File: config.mk
export PLATFORM = sky130hd
export DESIGN_NAME = if_fetch_stage
export DESIGN_NICKNAME = d
export VERILOG_FILES = /design/src/rtl/pipe_pkg.sv /design/src/rtl/if_id_reg.sv /design/src/rtl/if_fetch_stage.sv
export SDC_FILE = /design/constraint.sdc
export NUM_CORES = 1
export LEC_CHECK = 0
export ABC_CLOCK_PERIOD_IN_PS = 2170
export BUFFER_PORTS_ARGS = -buffer_cell sky130_fd_sc_hd__clkbuf_2
export CAP_MARGIN = 20
export CORE_ASPECT_RATIO = 1.75
export CORE_MARGIN = 5
export CORE_UTILIZATION = 30
export CTS_CLUSTER_SIZE = 30
export DETAILED_ROUTE_END_ITERATION = 7
export PLACE_DENSITY = 0.52
export SETUP_SLACK_MARGIN = 0.1
export SLEW_MARGIN = 20
export SYNTH_ARGS = -nofsm -noshare
export SYNTH_HDL_FRONTEND = slang
export SYNTH_SLANG_ARGS = --single-unit
File: constraint.sdc
create_clock -name clk -period 2.17 [get_ports clk]
set_clock_uncertainty 0.05 [all_clocks]
set_input_delay 0.434 -clock clk [delete_from_list [all_inputs] [get_ports clk]]
set_output_delay 0.434 -clock clk [all_outputs]
set_load 0.05 [all_outputs]
File: src/rtl/pipe_pkg.sv
// Shared definitions for the pipeline front end: reset vector, bubble encoding,
// fetch FSM states and a word-alignment helper.
package pipe_pkg;

    localparam logic [31:0] RESET_PC_DEFAULT = 32'h0000_3000;
    localparam int          IM_WORDS_DEFAULT = 1024;
    localparam logic [31:0] NOP_INSTR        = 32'h0000_0000;

    typedef enum logic [1:0] {
        IDLE = 2'd0,
        REQ  = 2'd1,
        HOLD = 2'd2
    } fetch_state_t;

    // Clears the byte-offset bits so a target always names a whole word.
    function automatic logic [31:0] word_align(input logic [31:0] addr);
        return addr & 32'hFFFF_FFFC;
    endfunction

endpackage

File: src/rtl/if_id_reg.sv
// IF/ID pipeline register: holds while stalled, can load a nop bubble, and
// otherwise captures the fetched instruction with its PC and PC+4.
// FETCH_ALIGN_CHECK_EN adds the address-error flag that travels with the entry.
module if_id_reg
    import pipe_pkg::*;
(
    input  logic        clk,
    input  logic        reset,
`ifdef FETCH_ALIGN_CHECK_EN
    input  logic        exc_in,
    output logic        exc_D,
`endif
    input  logic        load,
    input  logic        bubble,
    input  logic [31:0] instr_in,
    input  logic [31:0] pc_in,
    input  logic        valid_in,
    output logic [31:0] instr_D,
    output logic [31:0] pc_D,
    output logic [31:0] pc4_D,
    output logic        valid_D
);

    // Register update: reset clears, load without bubble captures, bubble inserts a nop.
    always_ff @(posedge clk) begin
        if (reset) begin
            instr_D <= NOP_INSTR;
            pc_D    <= 32'h0;
            pc4_D   <= 32'h0;
            valid_D <= 1'b0;
`ifdef FETCH_ALIGN_CHECK_EN
            exc_D   <= 1'b0;
`endif
        end else if (load) begin
            if (bubble) begin
                instr_D <= NOP_INSTR;
                pc_D    <= 32'h0;
                pc4_D   <= 32'h0;
                valid_D <= 1'b0;
`ifdef FETCH_ALIGN_CHECK_EN
                exc_D   <= 1'b0;
`endif
            end else begin
                instr_D <= instr_in;
                pc_D    <= pc_in;
                pc4_D   <= pc_in + 32'd4;
                valid_D <= valid_in;
`ifdef FETCH_ALIGN_CHECK_EN
                exc_D   <= exc_in;
`endif
            end
        end
    end

endmodule

File: src/rtl/if_fetch_stage.sv
// IF stage of the 5-stage MIPS pipeline: owns PC_F, runs the instruction-memory
// request handshake and feeds the IF/ID register. A branch/jump seen while a
// fetch is still waiting is parked in a redirect buffer so the in-flight fetch
// (the delay slot) completes first.
// Optional feature macro: FETCH_ALIGN_CHECK_EN (misaligned / out-of-range
// targets are not fetched and raise exc_adel_D instead).
module if_fetch_stage
    import pipe_pkg::*;
#(
    parameter logic [31:0] RESET_PC = RESET_PC_DEFAULT,
    parameter int          IM_WORDS = IM_WORDS_DEFAULT
)
(
    input  logic        clk,
    input  logic        reset,
    input  logic        stall,
    input  logic        pc_sel,
    input  logic [31:0] next_pc,
    output logic        im_req,
    output logic [31:0] im_addr,
    input  logic        im_ready,
    input  logic [31:0] im_rdata,
    output logic [31:0] instr_D,
    output logic [31:0] pc_D,
    output logic [31:0] pc4_D,
`ifdef FETCH_ALIGN_CHECK_EN
    output logic        exc_adel_D,
`endif
    output logic        valid_D
);

    fetch_state_t state, state_nxt;

    logic [31:0] pc_f;
    logic [31:0] pc_plus4;
    logic [31:0] target_raw;
    logic [31:0] target;
    logic        redir_pending;
    logic [31:0] redir_buf;
    logic [31:0] skid_word;

    logic        pc_load;
    logic        skid_load;
    logic        redir_set;
    logic        redir_clr;
    logic        if_load;
    logic        if_bubble;
    logic [31:0] if_instr;
    logic        if_valid;

`ifdef FETCH_ALIGN_CHECK_EN
    localparam logic [31:0] PC_LAST = RESET_PC + 32'(IM_WORDS * 4 - 4);
    logic fetch_bad;
    logic if_exc;
`endif

    // Next fetch address: a parked redirect wins, then a live branch/jump, then sequential.
    always_comb begin
        pc_plus4   = pc_f + 32'd4;
        target_raw = redir_pending ? redir_buf : (pc_sel ? next_pc : pc_plus4);
`ifdef FETCH_ALIGN_CHECK_EN
        target     = target_raw;
        fetch_bad  = (pc_f[1:0] != 2'b00) || (pc_f < RESET_PC) || (pc_f > PC_LAST);
`else
        target     = word_align(target_raw);
`endif
    end

    // Fetch FSM next state and per-cycle control for PC_F, skid, redirect and IF/ID.
    always_comb begin
        state_nxt = state;
        im_req    = 1'b0;
        pc_load   = 1'b0;
        skid_load = 1'b0;
        redir_set = 1'b0;
        redir_clr = 1'b0;
        if_load   = 1'b0;
        if_bubble = 1'b0;
        if_instr  = NOP_INSTR;
        if_valid  = 1'b1;
`ifdef FETCH_ALIGN_CHECK_EN
        if_exc    = 1'b0;
`endif
        case (state)
            IDLE: begin
                state_nxt = REQ;
            end
            REQ: begin
`ifdef FETCH_ALIGN_CHECK_EN
                if (fetch_bad) begin
                    if (!stall) begin
                        if_load   = 1'b1;
                        if_valid  = 1'b0;
                        if_exc    = 1'b1;
                        pc_load   = 1'b1;
                        redir_clr = 1'b1;
                    end
                end else
`endif
                begin
                    im_req = 1'b1;
                    if (im_ready) begin
                        if (!stall) begin
                            if_load   = 1'b1;
                            if_instr  = im_rdata;
                            pc_load   = 1'b1;
                            redir_clr = 1'b1;
                        end else begin
                            skid_load = 1'b1;
                            state_nxt = HOLD;
                        end
                    end else if (!stall) begin
                        if_load   = 1'b1;
                        if_bubble = 1'b1;
                        redir_set = pc_sel;
                    end
                end
            end
            HOLD: begin
                if (!stall) begin
                    if_load   = 1'b1;
                    if_instr  = skid_word;
                    pc_load   = 1'b1;
                    redir_clr = 1'b1;
                    state_nxt = REQ;
                end
            end
            default: begin
                state_nxt = IDLE;
            end
        endcase
    end

    assign im_addr = pc_f;

    // FSM state register.
    always_ff @(posedge clk) begin
        if (reset) begin
            state <= IDLE;
        end else begin
            state <= state_nxt;
        end
    end

    // PC_F advances only when the current fetch is handed to IF/ID.
    always_ff @(posedge clk) begin
        if (reset) begin
            pc_f <= RESET_PC;
        end else if (pc_load) begin
            pc_f <= target;
        end
    end

    // Skid register keeps a word that returned while the pipeline was stalled.
    always_ff @(posedge clk) begin
        if (reset) begin
            skid_word <= NOP_INSTR;
        end else if (skid_load) begin
            skid_word <= im_rdata;
        end
    end

    // Redirect buffer parks a branch target until the delay-slot fetch completes.
    always_ff @(posedge clk) begin
        if (reset) begin
            redir_pending <= 1'b0;
            redir_buf     <= 32'h0;
        end else if (redir_set) begin
            redir_pending <= 1'b1;
            redir_buf     <= next_pc;
        end else if (redir_clr) begin
            redir_pending <= 1'b0;
        end
    end

    if_id_reg u_if_id_reg (
        .clk      (clk),
        .reset    (reset),
`ifdef FETCH_ALIGN_CHECK_EN
        .exc_in   (if_exc),
        .exc_D    (exc_adel_D),
`endif
        .load     (if_load),
        .bubble   (if_bubble),
        .instr_in (if_instr),
        .pc_in    (pc_f),
        .valid_in (if_valid),
        .instr_D  (instr_D),
        .pc_D     (pc_D),
        .pc4_D    (pc4_D),
        .valid_D  (valid_D)
    );

endmodule

Word-level counts from Yosys, hierarchy flattened
Index checks and enable logic that the tools add are counted.
{"block": "totals", "register_bits": 194, "latchBits": 0, "ramBits": 0, "romBits": 0, "input_bits": 69, "output_inout_bits": 130, "elab_cells": 48, "mem_count": 0}
{"block": "op_classes", "n_addsub": 1, "mul": 0, "div_mod_pow": 0, "n_lt_le_gt_ge": 0, "n_eq_ne": 5, "shift": 0, "mux": 29, "n_bitwise": 0, "n_reduce_logical": 4}
{"op": "$mux W32", "n": 8}
{"op": "$pmux W32 S2", "n": 1}
{"op": "$add A32 B3 Y32 const B", "n": 1}
{"op": "$mux W1", "n": 15}
{"op": "$mux W2", "n": 3}
{"op": "$ne A2 B2 Y1 const B", "n": 3}
{"op": "$pmux W2 S3", "n": 1}
{"op": "$reduce_and A3 Y1", "n": 1}
{"op": "$eq A2 B1 Y1 const B", "n": 1}
{"op": "$eq A2 B2 Y1 const B", "n": 1}
{"op": "$logic_not A2 Y1", "n": 1}
{"op": "$pmux W1 S2", "n": 1}
{"op": "$reduce_bool A2 Y1", "n": 1}
{"op": "$reduce_or A2 Y1", "n": 1}

Logic depth before layout (Yosys ltp)
Gate-level depths: netlist of the first run.
{"block": "logic_depth", "depth_word": 5, "mapped_depth": 8, "mapped_depth_nobuf": 7}

By module
A second synthesis of the first run with hierarchy kept.
{"block": "hier_totals", "hier_cells": 1104, "area_unflattened_um2": 8836.0}
{"mod": "if_fetch_stage", "instances": 1, "cells_per_inst": 703, "area_each_um2": 5188.7, "seq_area_each_um2": 1901.8}
{"mod": "if_id_reg", "instances": 1, "cells_per_inst": 401, "area_each_um2": 3647.2, "seq_area_each_um2": 1901.8}

Least setup slack after synthesis of the first run
Ideal clock, no wire load.
{"block": "synth_path", "path_kind": "reg-to-reg", "from": "register pc_f[2] (netlist: im_addr[2])", "to": "register pc_f[12] (netlist: im_addr[12])", "setup_time_ns": 0.122, "arrival_time_ns": 2.190, "required_ns": 1.998, "slack_ns": -0.192, "stages_incl_launch_ff": 7, "path_buffers": 0, "synth_period_minus_slack_ns": 2.362, "cell_sequence": "dfxtp_1 > ha_1 > nand4_2 > nor2_1 > and3_1 > o21ai_0 > a221o_1"}
{"block": "synth_between", "elab_chain_cells": 3}
{"element": "from (decl)", "line": "if_fetch_stage.sv:34", "rtl": "logic [31:0] pc_f;"}
{"element": "from (signal assigned)", "line": "if_fetch_stage.sv:150", "rtl": "pc_f <= target;"}
{"element": "$add A32 B3 Y32", "line": "if_fetch_stage.sv:59", "rtl": "pc_plus4 = pc_f + 32'd4;"}
{"element": "$mux W32 (2 in series)", "line": "if_fetch_stage.sv:60", "rtl": "target_raw = redir_pending ? redir_buf : (pc_sel ? next_pc : pc_plus4);"}
No other way between the ends.
A chain may end at the register's enable or synchronous reset.

Worst setup path in the final report of the first run
{"block": "layout_path", "from": "register state[1]", "to": "register pc_f[12] (netlist: im_addr[12])"}
{"block": "layout_between", "elab_chain_cells": 2, "elab_cells_between_ends": 3, "cone_classes": "2 x eq/ne; 1 x mux"}
{"element": "from (decl)", "line": "if_fetch_stage.sv:32", "rtl": "fetch_state_t state, state_nxt;"}
{"element": "from (signal assigned)", "line": "if_fetch_stage.sv:141", "rtl": "state <= state_nxt;"}
{"element": "$eq A2 B2 Y1 or $eq A2 B1 Y1 (tied branches)", "line": "if_fetch_stage.sv:84", "rtl": "case (state)"}
{"element": "$pmux W1 S2 *", "line": "if_fetch_stage.sv:84"}
Every way passes the cells marked *; elsewhere a longest branch is shown, timed or not.

==> run summary, run 1 <==
The flow ran to the end, and the final reports show no timing, DRC or antenna violations. Power comes to 7.89 mW. The most used flip-flop cell after synthesis is sky130_fd_sc_hd__dfxtp_1. Per report_power, the sequential group accounts for 45.5% of the total. The net switching component of the power was 2.22 mW. The clock insertion delay at the later pin of the skew report was 0.46 ns; the number of nets in the layout was 1,284. The first detailed-routing pass took 5 iterations. Detailed placement ended at an HPWL of 19,700 µm. The internal power summed over all cells came out at 5.67 mW.

The die covers 31,400 µm². The run gives 0 as the number of diodes. The area of the placeable core is 27,800 µm². After synthesis, the cell types taking the most area are sky130_fd_sc_hd__dfxtp_1 45%, sky130_fd_sc_hd__nand2_1 9.2%, sky130_fd_sc_hd__a22oi_1 6.3%, sky130_fd_sc_hd__a21oi_1 6.0%, sky130_fd_sc_hd__nor2_1 4.4%.

The longest individual stage delay on the worst path was 0.36 ns; the leakage power total was 4.19 nW. The slowest stage of the critical path belongs to the cell sky130_fd_sc_hd__dfxtp_2. The fraction of synthesis flops using an asynchronous set or reset pin works out to 0%. The tools report the minimum setup slack among reg-to-reg paths as 0.17 ns. Setup violations remaining at the end of the flow were counted as 0. For the pin with the worst max-slew slack, the measured transition is 0.526 ns.

Of the total power, the clock network draws 41.2%. The source of the worst register-to-register timing path was state[1]. The initial antenna violation count was 1. Setup repair after global routing could not meet its margin everywhere.

The data required time of the critical path was 2.46 ns; the count of unique library cells instantiated by Yosys was 64. The tools report the number of standard-cell rows in the floorplan as 81. Counting I/O delays and the setup requirement, the final critical path takes 2.00 ns.

Sequential cells were found to cover 45.0% of the synthesized design area. The pin count of the biggest net entering global routing came out at 72. The post-route fraction of the period consumed by the critical path works out to 92.1%. Maximum vdd drop: 0.624 mV.

Width of the die: 136 µm. In this run the cell area of the synthesized design comes to 8360 µm². The worst setup path is captured at a flip-flop.

The maximum clock frequency is 500 MHz. The area added between synthesis and finish is 27.4%, and the power per cell area is 741 nW/µm². After clock tree synthesis, the clock-pin slew on the worst setup and hold paths is 0.07 ns.

The DRC violation total after the first TritonRoute iteration is 485. The via count of the first global-routing pass is 7,415. The most numerous cell in the Yosys netlist was sky130_fd_sc_hd__nand2_1. In this run the remaining antenna-violating nets after routing total 0. The count of vias placed by the detailed router was 7,918.

The worst setup path is of the reg -> reg kind. Using the TritonRoute via totals, the vias-per-cell ratio works out to 4.96. After synthesis the netlist holds a flip-flop and latch count of 188. The largest area contributor in the netlist was sky130_fd_sc_hd__dfxtp_1. STA classifies the critical path startpoint as a flip-flop.

For the setup slack of the critical path after layout, the log shows 0.172 ns. For the worst flop-to-flop path, the logic depth is 8. The clock drives 188 sinks.

The number of hold buffers added after CTS was 0. The tools report the starting density of the core as 30.1%. In this run the tightest slew margin relative to its limit is 64.8%. Once layout is done, the placed cells without fillers occupy 10,700 µm². The vertical die dimension came out at 231 µm.

The post-placement cell area came out at 10000 µm². Walking the worst path, the cells encountered are inv_2 > ha_4 > nand2b_4 > buf_12 > nor2_2 > buf_12 > o21ai_0 > a221o_1. For this run, the number of Yosys warnings is 0. Global routing finished with a remaining overflow of 0.

Net switching is 28.1% of the power. By count the netlist is led by 205 x sky130_fd_sc_hd__nand2_1, 188 x sky130_fd_sc_hd__dfxtp_1, 100 x sky130_fd_sc_hd__a21oi_1. A synthesized cell averages 8.07 µm². The number of clock buffers inserted by TritonCTS was 17.

Largest driver fanout on the critical path: 47. The final estimated routing congestion in global placement was 0.811. The cell family contributing the most delay on the critical path is buffers and inverters.

Startpoint of the worst hold path: im_rdata[9]. The most numerous cell type found on the critical path is sky130_fd_sc_hd__buf_12. After detailed routing, the average wire length per cell comes to 17.5 µm.

At the placement stage, the worst setup path has a slack of -0.0289 ns. The H-tree was split into 4 levels. In this run, synthesis inferred 0 flip-flops with an integrated enable. The worst hold path belongs to the class in -> reg. For the detailed-route DRC error count, the log shows 0. The data arrival time of the critical path is 2.29 ns, and the wire length of the first global-routing pass is 42,800 µm. For the final routed database, the setup TNS stands at 0 ns.

In the final layout, the share of cells above drive strength 1 is 27.1%. Global routing consumed, over all layers together, 17.7% of the routing resources. The logs give 1,036 for the number of instances in the synthesized netlist and 2 for the deepest clock path buffer count. Input and output buffers added on the ports amount to 190.

The routed design has 27,900 µm of wire. The share of synthesized area in the top cell type comes to 45.0%. Final max-slew violation count: 0.

Counting both buffers and inverters, the worst setup path holds a total of 3. The total count of hold-check failures in the final report is 0. The root cell of the clock tree is sky130_fd_sc_hd__clkbuf_16. The end point of the most critical hold path is skid_word[9].

Across the run, the number of max-cap violations was 0. The number of cells on the worst hold path came out at 3. The reg-to-reg critical path endpoint was im_addr[12]. Number of top-level design ports: 199. The share of total power in combinational logic is 13.3%. TritonCTS built the clock tree.
area by class of cell:
| class | instances | area, µm² |
|---|---|---|
| inverter | 10 | 37.5 |
| multi-input combinational | 742 | 4220 |
| timing repair buffer | 251 | 1540 |
| tap | 373 | 467 |
| fill | 2938 | 17100 |
| clock inverter | 10 | 140 |
| clock buffer | 22 | 444 |
| sequential | 188 | 3800 |
cells in the final DEF (no fill, tap or decap), types with 36 or more instances in the layout:
| cell type | instances |
|---|---|
| sky130_fd_sc_hd__a22oi_1 | 70 |
| sky130_fd_sc_hd__nor2_1 | 94 |
| sky130_fd_sc_hd__a21oi_1 | 100 |
| sky130_fd_sc_hd__nand2_1 | 205 |
| sky130_fd_sc_hd__a22o_1 | 36 |
| sky130_fd_sc_hd__dfxtp_1 | 166 |
| sky130_fd_sc_hd__o21ai_0 | 49 |
| sky130_fd_sc_hd__clkbuf_2 | 189 |
| sky130_fd_sc_hd__buf_4 | 50 |
stage by stage:
step                hold WS, ns  utilization [%]  std cells
floorplan                 0.382                -       1041
global placement          0.385             36.0       1561
detailed placement        0.391             36.0       1561
CTS                       0.119             38.1       1593
global route              0.136             38.4       1596
finish                    0.145             38.4       1596
worst max path at each step:
stage                     cells past startpoint        from                    end  slack, ns
final                                         8    state[1]            im_addr[12]       0.17
after global routing                          8    state[1]            im_addr[21]       0.05
after CTS                                     8    state[0]            im_addr[21]       0.12
after detailed placement                      6    state[0]  u_if_id_reg.pc4_D[25]      -0.03
after global placement                        6    state[0]  u_if_id_reg.pc4_D[25]       0.01
after floorplan                               6  im_addr[2]            im_addr[12]       0.04
state kept, by name, summed over array words and instances (netlist names):
name,flops
u_if_id_reg.instr_D,32
redir_buf,30
u_if_id_reg.pc4_D,30
redir_pending,1
state,2
u_if_id_reg.pc_D,30
skid_word,32
u_if_id_reg.valid_D,1
im_addr,30
power groups by stage:
stage          Clock [mW]  Combinational [mW]  Sequential (mW)
2_1_floorplan           0               0.508             3.79
3_3_place_gp            0                1.03             3.66
3_5_place_dp            0                1.04             3.67
4_1_cts              3.37                1.04             3.59
5_1_grt              3.49                1.15             3.60
6_report             3.25                1.05             3.59
repair_timing:
item / CTS / global route
buffers inserted: 0 / 3
setup endpoints to repair: 26 / 16
pin swaps: 0 / 1
resized for setup: 4 / 8
endpoints found under the hold margin: 0 / 0
gates cloned: 0 / 0
per-layer routing:
layer	GRT usage, %	up-vias	part of all wire, %
met5	0	-	0.039
met4	6.24	2	2.3
met1	19.2	3737	39
li1	-	3963	-
met2	32.2	186	54
met3	4.95	30	5.5
cell families after synthesis:
logic type / share of synthesized area [%]
AO/OA/AOI/OAI: 23.7
XOR/XNOR: 2.83
adder cells (fa/ha/maj): 0.749
buffers and inverters: 5.51
flip-flops: 45.0
multiplexers: 0.883
other: 0.0449
AND/OR/NAND/NOR: 21.2
tightest hold or removal path, delay by kind of cell:
| family | cells | cell delay [ns] |
|---|---|---|
| buffers and inverters | 1 | 0.09 |
| AOI/OAI and AO/OA | 1 | 0.05 |
| and+or+nand+nor | 1 | 0.05 |
No activity file was read; power rests on OpenSTA's default activity.
==> run 2: changes to the inputs <==
- CELL_PAD_IN_SITES_DETAIL_PLACEMENT: unset -> 1
- CELL_PAD_IN_SITES_GLOBAL_PLACEMENT: unset -> 2
- PLACE_DENSITY: 0.52 -> 0.8
==> run summary, run 2 (synthesis results as in run 1) <==
Setup repair after global routing could not meet its margin everywhere. The path type of the worst setup path is reg -> reg (unchanged). The count of input and output buffers is 190 (unchanged), and the data required time of the critical path is 2.50 ns (was 2.46 ns). For the maximum vdd drop, the log shows 0.538 mV (was 0.624 mV). The post-route fraction of the period consumed by the critical path was 95.3% (was 92.1%). Type of destination of the critical path: a flip-flop (unchanged). Starting density of the core: 30.1% (unchanged). The detailed-route DRC error count is 0 (unchanged). The DRC violation total after the first TritonRoute iteration is 374 (was 485). The max-capacitance violation count was 0 (unchanged); the area of the placeable core was 27,800 µm² (unchanged).

Commonest cells after routing, fill and taps aside: 205 x sky130_fd_sc_hd__nand2_1, 189 x sky130_fd_sc_hd__clkbuf_2, 167 x sky130_fd_sc_hd__dfxtp_1 (was 205 x sky130_fd_sc_hd__nand2_1, 189 x sky130_fd_sc_hd__clkbuf_2, 166 x sky130_fd_sc_hd__dfxtp_1). The tools report the maximum clock frequency as 484 MHz (was 500 MHz). The number of cells traversed by the worst register-to-register path was 8 (unchanged); the area added between synthesis and finish was 28.1% (was 27.4%).

The tools report the count of vias placed by the detailed router as 8,199 (was 7,918). The wire length of the first global-routing pass was 46,400 µm (was 42,800 µm). For the number of clock buffers inserted by TritonCTS, the log shows 17 (unchanged).

The average wire per standard cell was 18.7 µm (was 17.5 µm); the final-layout setup total negative slack was 0 ns (unchanged). The launching instance or port of the critical path is state[1] (unchanged). The largest driver fanout on the critical path was 22 (was 47); the pin count of the biggest net entering global routing was 75 (was 72).

Slowest library cell on the worst path: sky130_fd_sc_hd__dfxtp_1 (was sky130_fd_sc_hd__dfxtp_2). The tools report the post-route cell area as 10,700 µm² (about the same). The vertical die dimension came out at 231 µm (unchanged). The critical path endpoint is im_addr[21] (was im_addr[12]). Clock-pin slew of the registers on the worst-case setup and hold paths: 0.07 ns (about the same). Leftover overflow at the end of global routing: 0 (unchanged). The power per cell area was 722 nW/µm² (was 741 nW/µm²); the slew at the pin closest to its max-slew limit was 0.732 ns (was 0.526 ns). The number of buffers and inverters on the critical path was 2 (was 3); the post-detailed-route via-to-cell ratio was 5.11 (was 4.96). The final max-slew violation count came out at 0 (unchanged). The tools report the post-placement cell area as 10,100 µm² (was 10000 µm²). The clock insertion delay at the later pin of the skew report is 0.45 ns (was 0.46 ns).

The tools report the initial antenna violation count as 2 (was 1). The reg-to-reg critical path endpoint was im_addr[21] (was im_addr[12]). TritonCTS built the clock tree. The family with the most delay on the worst path is simple AND/OR/NAND/NOR gates (was buffers and inverters). Registers with the most flip-flops: skid_word: 32 flops, u_if_id_reg.instr_D: 32 flops (unchanged).

The number of setup violations in the final report came out at 0 (unchanged). Buffer count from post-CTS setup fixing: 0 (unchanged). The run gives 4.25 nW (was 4.19 nW) as the leakage power total.

Leading cell type in the layout, fill and taps excluded: sky130_fd_sc_hd__nand2_1 (unchanged). Cells along the critical path: inv_2 > ha_4 > nand2b_4 > or2_1 > buf_12 > or3_1 > mux2_2 > a31oi_1 (was inv_2 > ha_4 > nand2b_4 > buf_12 > nor2_2 > buf_12 > o21ai_0 > a221o_1). For the combined global-route utilization of all metal layers, the log shows 19.0% (was 17.7%). For the total of hold buffers inserted after clock tree synthesis, the log shows 0 (unchanged).

The tools report the footprint of the multi-input gates as 4230 µm² (was 4220 µm²). The number of nets in the layout came out at 1,292 (was 1,284). The maximum level of the CTS H-tree came out at 4 (unchanged). Root cell of the clock tree: sky130_fd_sc_hd__clkbuf_16 (unchanged). The flow ran to the end, and the final reports show no timing, DRC or antenna violations. The logs give 8,265 (was 7,415) for the via count of the first global-routing pass and 188 (unchanged) for the clock sink count. Detailed placement HPWL: 21,800 µm (was 19,700 µm).

The critical path depth in cells was 8 (unchanged). The run gives 4 (was 5) as the first-pass iteration count of the detailed router. The share of final-layout standard cells stronger than drive strength 1 was 27.6% (was 27.1%); the routed wire length was 30,000 µm (was 27,900 µm). The run gives 31,400 µm² (unchanged) as the overall die area. The class of the most critical hold timing path was in -> reg (unchanged). The source of the worst register-to-register timing path was state[1] (unchanged). The longest individual stage delay on the worst path works out to 0.35 ns (was 0.36 ns). The data arrival time of the critical path is 2.39 ns (was 2.29 ns), and the width of the die is 136 µm (unchanged). The run gives 199 (unchanged) as the number of top-level design ports.

For the relative slew slack, the log shows 50.8% (was 64.8%). For the number of standard-cell rows in the floorplan, the log shows 81 (unchanged). The antenna violation net count after detailed routing came out at 0 (unchanged).

The run gives 0 (unchanged) as the total count of hold-check failures in the final report. The clock period minus final worst setup slack works out to 2.07 ns (was 2.00 ns). The tools report the type of element launching the critical path as a flip-flop (unchanged). The deepest clock path buffer count came out at 2 (unchanged). The run gives 3,450 (was 2,938) as the number of fill cells in the layout.

The run gives 0.828 (was 0.811) as the final estimated routing congestion in global placement. The run gives 0.10 ns (was 0.17 ns) as the minimum setup slack among reg-to-reg paths. The total power of the final layout was 7.73 mW (was 7.89 mW). The storage element area was 3790 µm² (was 3800 µm²).
==> run 2: cell count changes in the layout (fill, tap and decap cells not counted), moves of 2 or more <==
cell                        before  now
sky130_fd_sc_hd__clkbuf_1        5    1
sky130_fd_sc_hd__and4_1          2    4
sky130_fd_sc_hd__clkinv_2        2    4
sky130_fd_sc_hd__bufinv_16       3    0
sky130_fd_sc_hd__and4_2          2    0
sky130_fd_sc_hd__buf_4          50   58
sky130_fd_sc_hd__clkbuf_8        0    2
==> run 2: power breakdown <==
group / internal (mW) / total (mW) / leakage [nW] / switching [mW]
combinational: 0.331 / 1.07 / 2.45 / 0.736
sequential: 3.53 / 3.59 / 1.53 / 0.0563
clock: 1.61 / 3.07 / 0.277 / 1.47
==> run 2: worst reg2reg max path, cell delays in order, from the launching register on <==
cell                       delay [ns]
sky130_fd_sc_hd__dfxtp_1         0.35
sky130_fd_sc_hd__inv_2           0.07
sky130_fd_sc_hd__ha_4            0.27
sky130_fd_sc_hd__nand2b_4        0.07
sky130_fd_sc_hd__or2_1           0.26
sky130_fd_sc_hd__buf_12          0.17
sky130_fd_sc_hd__or3_1           0.31
sky130_fd_sc_hd__mux2_2          0.27
sky130_fd_sc_hd__a31oi_1         0.16
==> run 2: worst min path at each step <==
stage | cells after the start | to | slack [ns] | startpoint
global route | 3 | skid_word[2] | 0.14 | im_rdata[2]
floorplan | 2 | redir_buf[20] | 0.38 | redir_buf[20]
global placement | 2 | u_if_id_reg.pc4_D[24] | 0.39 | u_if_id_reg.pc4_D[24]
CTS | 3 | skid_word[7] | 0.13 | im_rdata[7]
detailed placement | 2 | u_if_id_reg.pc4_D[24] | 0.39 | u_if_id_reg.pc4_D[24]
finish | 3 | skid_word[2] | 0.15 | im_rdata[2]
==> run 2: stage by stage <==
step                setup slack (ns)  hold WS, ns  utilization [%]  instances
floorplan                     0.0355        0.382                -       1041
global placement               0.102        0.386             36.3       1572
detailed placement            0.0741        0.393             36.3       1572
CTS                            0.101        0.127             38.5       1604
global route                  0.0333        0.138             38.5       1604
finish                         0.103        0.154             38.5       1605
==> run 2: timing repair <==
item / in CTS / in global routing
resized for setup: 4 / 5
pin swaps: 1 / 0
setup endpoints to repair: 2 / 7
cloned: 0 / 0
==> run 2: layout make-up <==
| cell class | instances | area share [%] |
|---|---|---|
| clock inverter | 11 | 0.760 |
| multi-input combinational | 742 | 39.5 |
| timing repair buffer | 259 | 15.1 |
| antenna | 1 | 0.0234 |
| inverter | 10 | 0.351 |
| tap | 373 | 4.36 |
| clock buffer | 21 | 4.50 |
| sequential | 188 | 35.5 |
==> run 2: per-layer routing <==
layer	up-vias	part of all wire, %	global-route usage [%]
li1	3980	-	-
met1	3975	38	20.3
met2	189	53	34.8
met3	55	4.4	4.03
met4	0	4.0	9.33
met5	-	0	0
